**src/rtl/br_pkg.sv**
```systemverilog
// Shared constants for branch resolution: condition bit positions and
// 2-bit history counter encodings, plus the saturating counter step.
package br_pkg;

    localparam int BR_W    = 6;
    localparam int BR_BEQ  = 0;
    localparam int BR_BNE  = 1;
    localparam int BR_BLEZ = 2;
    localparam int BR_BGTZ = 3;
    localparam int BR_BLTZ = 4;
    localparam int BR_BGEZ = 5;

    localparam logic [1:0] CNT_SNT = 2'b00;
    localparam logic [1:0] CNT_WNT = 2'b01;
    localparam logic [1:0] CNT_WT  = 2'b10;
    localparam logic [1:0] CNT_ST  = 2'b11;

    function automatic logic [1:0] cnt_next(
        input logic [1:0] c,
        input logic       t
    );
        if (t)
            return (c == CNT_ST) ? CNT_ST : c + 2'd1;
        else
            return (c == CNT_SNT) ? CNT_SNT : c - 2'd1;
    endfunction

endpackage

```
**src/rtl/br_bht.sv**
```systemverilog
// Branch history table: 2-bit saturating counters, one combinational
// read port for fetch and one update port for resolution.
module br_bht
    import br_pkg::*;
#(
    parameter int IDX_W = 4
) (
    input  logic             clk,
    input  logic             rst,
    input  logic             upd_en,
    input  logic [IDX_W-1:0] upd_idx,
    input  logic             upd_taken,
    input  logic [IDX_W-1:0] rd_idx,
    output logic [1:0]       rd_cnt
);

    localparam int DEPTH = 1 << IDX_W;

    logic [1:0] cnt [DEPTH];

    always_ff @(posedge clk or negedge rst) begin
        if (!rst) begin
            for (int i = 0; i < DEPTH; i++)
                cnt[i] <= CNT_WNT;
        end else if (upd_en) begin
            cnt[upd_idx] <= cnt_next(cnt[upd_idx], upd_taken);
        end
    end

    // Read sees the registered table, so a same-cycle update is not visible yet
    assign rd_cnt = cnt[rd_idx];

endmodule

```
**src/rtl/br_resolve.sv**
```systemverilog
// EX-stage branch resolution: condition evaluation, target adder,
// mispredict detection and ownership of the branch history table.
module br_resolve
    import br_pkg::*;
#(
    parameter int XLEN       = 32,
    parameter int BHT_IDX_W  = 4,
    parameter bit DELAY_SLOT = 1'b1
) (
    input  logic            clk,
    input  logic            rst,
    input  logic            en,
    input  logic            in_valid,
    input  logic [XLEN-1:0] pc,
    input  logic [XLEN-1:0] rs,
    input  logic [XLEN-1:0] rt,
    input  logic [15:0]     offset,
    input  logic [BR_W-1:0] branch,
    input  logic            pred_taken_in,
    input  logic            flush,
    input  logic [XLEN-1:0] lookup_pc,
    output logic            pred_taken,
    output logic            out_valid,
    output logic            taken,
    output logic [XLEN-1:0] target,
    output logic            mispredict,
    output logic [XLEN-1:0] redirect_pc
);

    logic [XLEN-1:0]      sext;
    logic [XLEN-1:0]      tgt;
    logic [XLEN-1:0]      fall;
    logic                 eq;
    logic                 neg;
    logic                 zero;
    logic                 cond;
    logic                 go;
    logic                 pred_r;
    logic [BHT_IDX_W-1:0] idx_r;
    logic [1:0]           rd_cnt;
    logic                 unused_lookup;

    always_comb begin
        sext = {{(XLEN-16){offset[15]}}, offset};
        tgt  = pc + XLEN'(4) + (sext << 2);
        fall = pc + (DELAY_SLOT ? XLEN'(8) : XLEN'(4));
        eq   = (rs == rt);
        neg  = rs[XLEN-1];
        zero = (rs == '0);
        cond = (branch[BR_BEQ]  &  eq)
             | (branch[BR_BNE]  & ~eq)
             | (branch[BR_BLEZ] & (neg | zero))
             | (branch[BR_BGTZ] & ~neg & ~zero)
             | (branch[BR_BLTZ] &  neg)
             | (branch[BR_BGEZ] & ~neg);
    end

    // A branch arriving together with a flush is dropped like the in-flight one
    assign go = in_valid & (|branch) & ~flush;

    always_ff @(posedge clk or negedge rst) begin
        if (!rst) begin
            out_valid   <= 1'b0;
            taken       <= 1'b0;
            target      <= '0;
            redirect_pc <= '0;
            pred_r      <= 1'b0;
            idx_r       <= '0;
        end else if (en) begin
            out_valid <= go;
            if (go) begin
                taken       <= cond;
                target      <= tgt;
                redirect_pc <= cond ? tgt : fall;
                pred_r      <= pred_taken_in;
                idx_r       <= pc[BHT_IDX_W+1:2];
            end
        end
    end

    assign mispredict = out_valid & (taken ^ pred_r);

    br_bht #(
        .IDX_W(BHT_IDX_W)
    ) u_bht (
        .clk      (clk),
        .rst      (rst),
        .upd_en   (en & out_valid & ~flush),
        .upd_idx  (idx_r),
        .upd_taken(taken),
        .rd_idx   (lookup_pc[BHT_IDX_W+1:2]),
        .rd_cnt   (rd_cnt)
    );

    assign pred_taken = rd_cnt[1];

    assign unused_lookup = ^{lookup_pc[XLEN-1:BHT_IDX_W+2], lookup_pc[1:0],
                             rd_cnt[0]};

endmodule

```
**config.mk**
```make
export PLATFORM = sky130hd
export DESIGN_NAME = br_resolve
export DESIGN_NICKNAME = d
export VERILOG_FILES = /design/src/rtl/br_pkg.sv /design/src/rtl/br_bht.sv /design/src/rtl/br_resolve.sv
export SDC_FILE = /design/constraint.sdc
export NUM_CORES = 1
export LEC_CHECK = 0
export CAP_MARGIN = 20
export CELL_PAD_IN_SITES_DETAIL_PLACEMENT = 1
export CELL_PAD_IN_SITES_GLOBAL_PLACEMENT = 1
export CORE_UTILIZATION = 38
export CTS_CLUSTER_DIAMETER = 50
export DETAILED_ROUTE_END_ITERATION = 12
export GPL_TIMING_DRIVEN = 0
export PLACE_DENSITY = 0.95
export SLEW_MARGIN = 20
export SYNTH_ARGS = -nofsm -noshare
export SYNTH_HDL_FRONTEND = slang
export SYNTH_SLANG_ARGS = --single-unit
export TNS_END_PERCENT = 10
```
**constraint.sdc**
```tcl
create_clock -name clk -period 5.2 [get_ports clk]
set_input_delay 0.78 -clock clk [delete_from_list [all_inputs] [get_ports clk]]
set_output_delay 0.78 -clock clk [all_outputs]
set_load 0.01 [all_outputs]
```
==> impl_metrics.csv <==
group,metric,value,unit
outcome,status,"finished clean",
flow_run,drv_cap,0,
routing,routed_wl,26620,um
synthesis,yosysTopAreaCell,"dfrtp_1",
timing,hold_violations,0,
power_and_ir_drop,p_total,0.002965,W
timing,setup_viol,0,
placed_design,io_buffers,195,
synthesis,synthDistinctLibCells,50,
setup_path,slowest_stage,"clkdlybuf4s50_1",
routing,viasPerCell,5.748,
finish,drive_gt1_share,10.55,%
timing,drv_slew,0,
die,die_w,139.3,um
worst_hold_path,hp-class,"input port to async pin",
power_and_ir_drop,leakage,4.278,nW
setup_path,path_max_fanout,7,
placed_design,place_area,9435,um^2
clock_tree,cts_setup_buffers,0,
placed_design,gp_congestion,0.9476,
routing,drt-initial-drc-count,379,
grt,antenna_found_initial,0,
setup_path,path_class,"input port to flip-flop",
grt,grt.overflow.total,0,
finish,num-nets-final,1177,
setup_path,ff2ff_path_depth,7,
clock_tree,clock_path_buffers,2,
setup_path,worstReg2RegStart,"idx_r[1]",
synthesis,synth_seq_cells,101,
routing,routedWlPerCell,22.25,um
setup_path,reg2reg_to,"u_bht.cnt[23]",
power_and_ir_drop,powerDensity,304.1,nW/um^2
timing,max_freq,227.4,MHz
grt,grt_pass1_vias,7484,
die,initial_core_util,39.37,%
synthesis,netlist_instances,755,
clock_tree,htree_levels,3,
setup_path,crit_path_start_kind,"input port",
timing,finClkSkew,0.01018,ns
clock_tree,clk_latency,0.37,ns
setup_path,end_kind,"flip-flop",
grt,grt.total_usage,27.69,%
synthesis,synth_top_area_share,29.67,%
power_and_ir_drop,irDropWorstVdd,177.8,uV
synthesis,synth_area,7168,um^2
clock_tree,path_clk_slew,0.08,ns
synthesis,synth_ff_type,"dfrtp_1",
timing,rsz0062_at_grt,"false",
routing,num_vias,6875,
setup_path,cpPeakStageDelay,0.61,ns
routing,postRouteAntennaNets,0,
clock_tree,cts_buffers,9,
synthesis,synth_edf_count,0,
die,dieArea,19420,um^2
grt,grt_pass1_wl,41080,um
synthesis,synthArstFlopShare,100.0,%
finish,syn2layout_area_growth,36.03,%
timing,slew_headroom,27.02,%
timing,period_needed,4.398,ns
synthesis,avgSynthCellArea,9.494,um^2
grt,grt_max_degree,57,
clock_tree,clock_sinks,101,
synthesis,yosysWarnings,0,
timing,tightest_slew,1.093,ns
routing,drc_errors,0,
routing,firstDrtPassIters,6,
die,die-height,139.3,um
timing,period_share,84.57,%
synthesis,synth_nets,970,
setup_path,ff2ff_setup_slack,2.14,ns
clock_tree,root_buffer,"clkbuf_16",
clock_tree,cts_tree,"built",
timing,whs,0.3460,ns
finish,diodes,0,
finish,n_fill_cell,2061,
synthesis,synth.area.top_cells,"dfrtp_1 (30%), ha_1 (10%), xor2_1 (7.0%)",
clock_tree,cts-resized-gates,0,
clock_tree,postCtsHoldBufs,0,
setup_path,worstPathRequired,5.47,ns
timing,timing.setup.tns,0,ns
finish,post-route-cell-area,9751,um^2
placed_design,hpwl,20660,um
setup_path,cp_cell_sequence,"clkdlybuf4s50_1 -> ha_1 -> ha_1 -> inv_1 -> fa_1 -> nand2b_1 -> a21oi_1 -> o21ai_1 -> a211oi_1 -> o21ai_0 -> o311ai_1 -> xnor2_1 -> o311ai_1",
die,pin_count,224,
setup_path,arrival,4.67,ns
die,rows,49,
synthesis,yosysSeqAreaShare,35.54,%
die,core,18210,um^2
cell families after synthesis:
logic type / Yosys count / share of synthesized area [%]
AO/OA/AOI/OAI: 147 / 12.52
XOR/XNOR: 88 / 10.75
adder cells (fa/ha/maj): 61 / 10.72
buffers and inverters: 52 / 3.107
flip-flops: 101 / 35.54
multiplexers: 58 / 11.40
AND/OR/NAND/NOR: 248 / 15.97
worst max-delay path by stage:
stage	start	to	depth (start not counted)
floorplan	offset[1]	redirect_pc[31]	12
global placement	rst	redirect_pc[13]	1
detailed placement	pc[3]	redirect_pc[31]	13
CTS	pc[3]	redirect_pc[31]	13
global route	pc[3]	redirect_pc[31]	13
finish	pc[3]	redirect_pc[31]	13
critical path: cells and delay by family:
| family | cells | cell delay (ns) |
|---|---|---|
| xor gates and xnor gates | 1 | 0.16 |
| adders and majority gates | 3 | 0.99 |
| and+or+nand+nor | 1 | 0.17 |
| AOI/OAI and AO/OA | 6 | 1.88 |
| buffers and inverters | 2 | 0.68 |
metal layers:
metal  GRT usage [%]  part of all wire, %  vias up
li1                -                    -     3101
met1           31.48                   39     3418
met2           51.12                   51      288
met3           4.577                  6.2       68
met4           11.52                  3.5        0
met5               0                    0        -
layout by cell type (no fill, tap or decap), types with 7 or more instances in the layout:
cell and n:
dfstp_2 16, xnor2_1 31, a21oi_1 26, nor4_1 16, clkbuf_1 18, clkdlybuf4s50_1 194, nand2_1 123, mux4_2 15
o21a_1 7, a21o_1 14, dfrtp_1 85, clkbuf_16 9, and3_1 12, mux2_2 39, ha_1 58, nand2b_1 7
nor3_1 8, a211oi_1 7, xor2_1 57, nand4_1 10, inv_1 22, nand3_1 19, nor2_1 33, o21ai_0 63
synthesized netlist by cell type, types with 8 or more instances:
master and n:
clkbuf_1 18, nand4_1 10, mux4_2 15, and3_1 12, mux2_2 39, nor4_1 16, nand3_1 19, dfrtp_1 85
nor2_1 33, xor2_1 57, o21ai_0 63, inv_1 22, a21oi_1 26, nor3_1 8, nand2_1 123, a21o_1 14
xnor2_1 31, dfstp_2 16, ha_1 58
power by group:
group          internal [W]  switching, W
clock network      0.000395      0.000339
registers          0.000959      0.000114
logic              0.000585      0.000573
total               0.00194       0.00103
per-stage QoR:
stage	setup slack [ns]	util, %	instances
6_report	0.8023	53.55	1196
5_1_grt	0.6306	53.55	1196
4_1_cts	0.8739	53.55	1196
3_5_place_dp	0.6233	51.82	1180
3_3_place_gp	-0.4463	51.66	1179
2_1_floorplan	1.911	-	755
layout make-up:
type	instances	area, um^2	share of cell area (%)
Buffer	30	140.1	1.437
Clock buffer	10	239.0	2.451
Clock inverter	6	76.32	0.7828
Inverter	22	82.58	0.8469
Multi-Input combinational cell	602	4398	45.10
Sequential cell	101	2547	26.13
Tap cell	229	286.5	2.939
Timing Repair Buffer	196	1981	20.31
sequential cells by signal, summed over array words and instances (netlist names):
register / flops
target: 32
u_bht.cnt: 32
redirect_pc: 30
idx_r: 4
out_valid: 1
pred_r: 1
taken: 1
(Power assumes the default switching activity.)
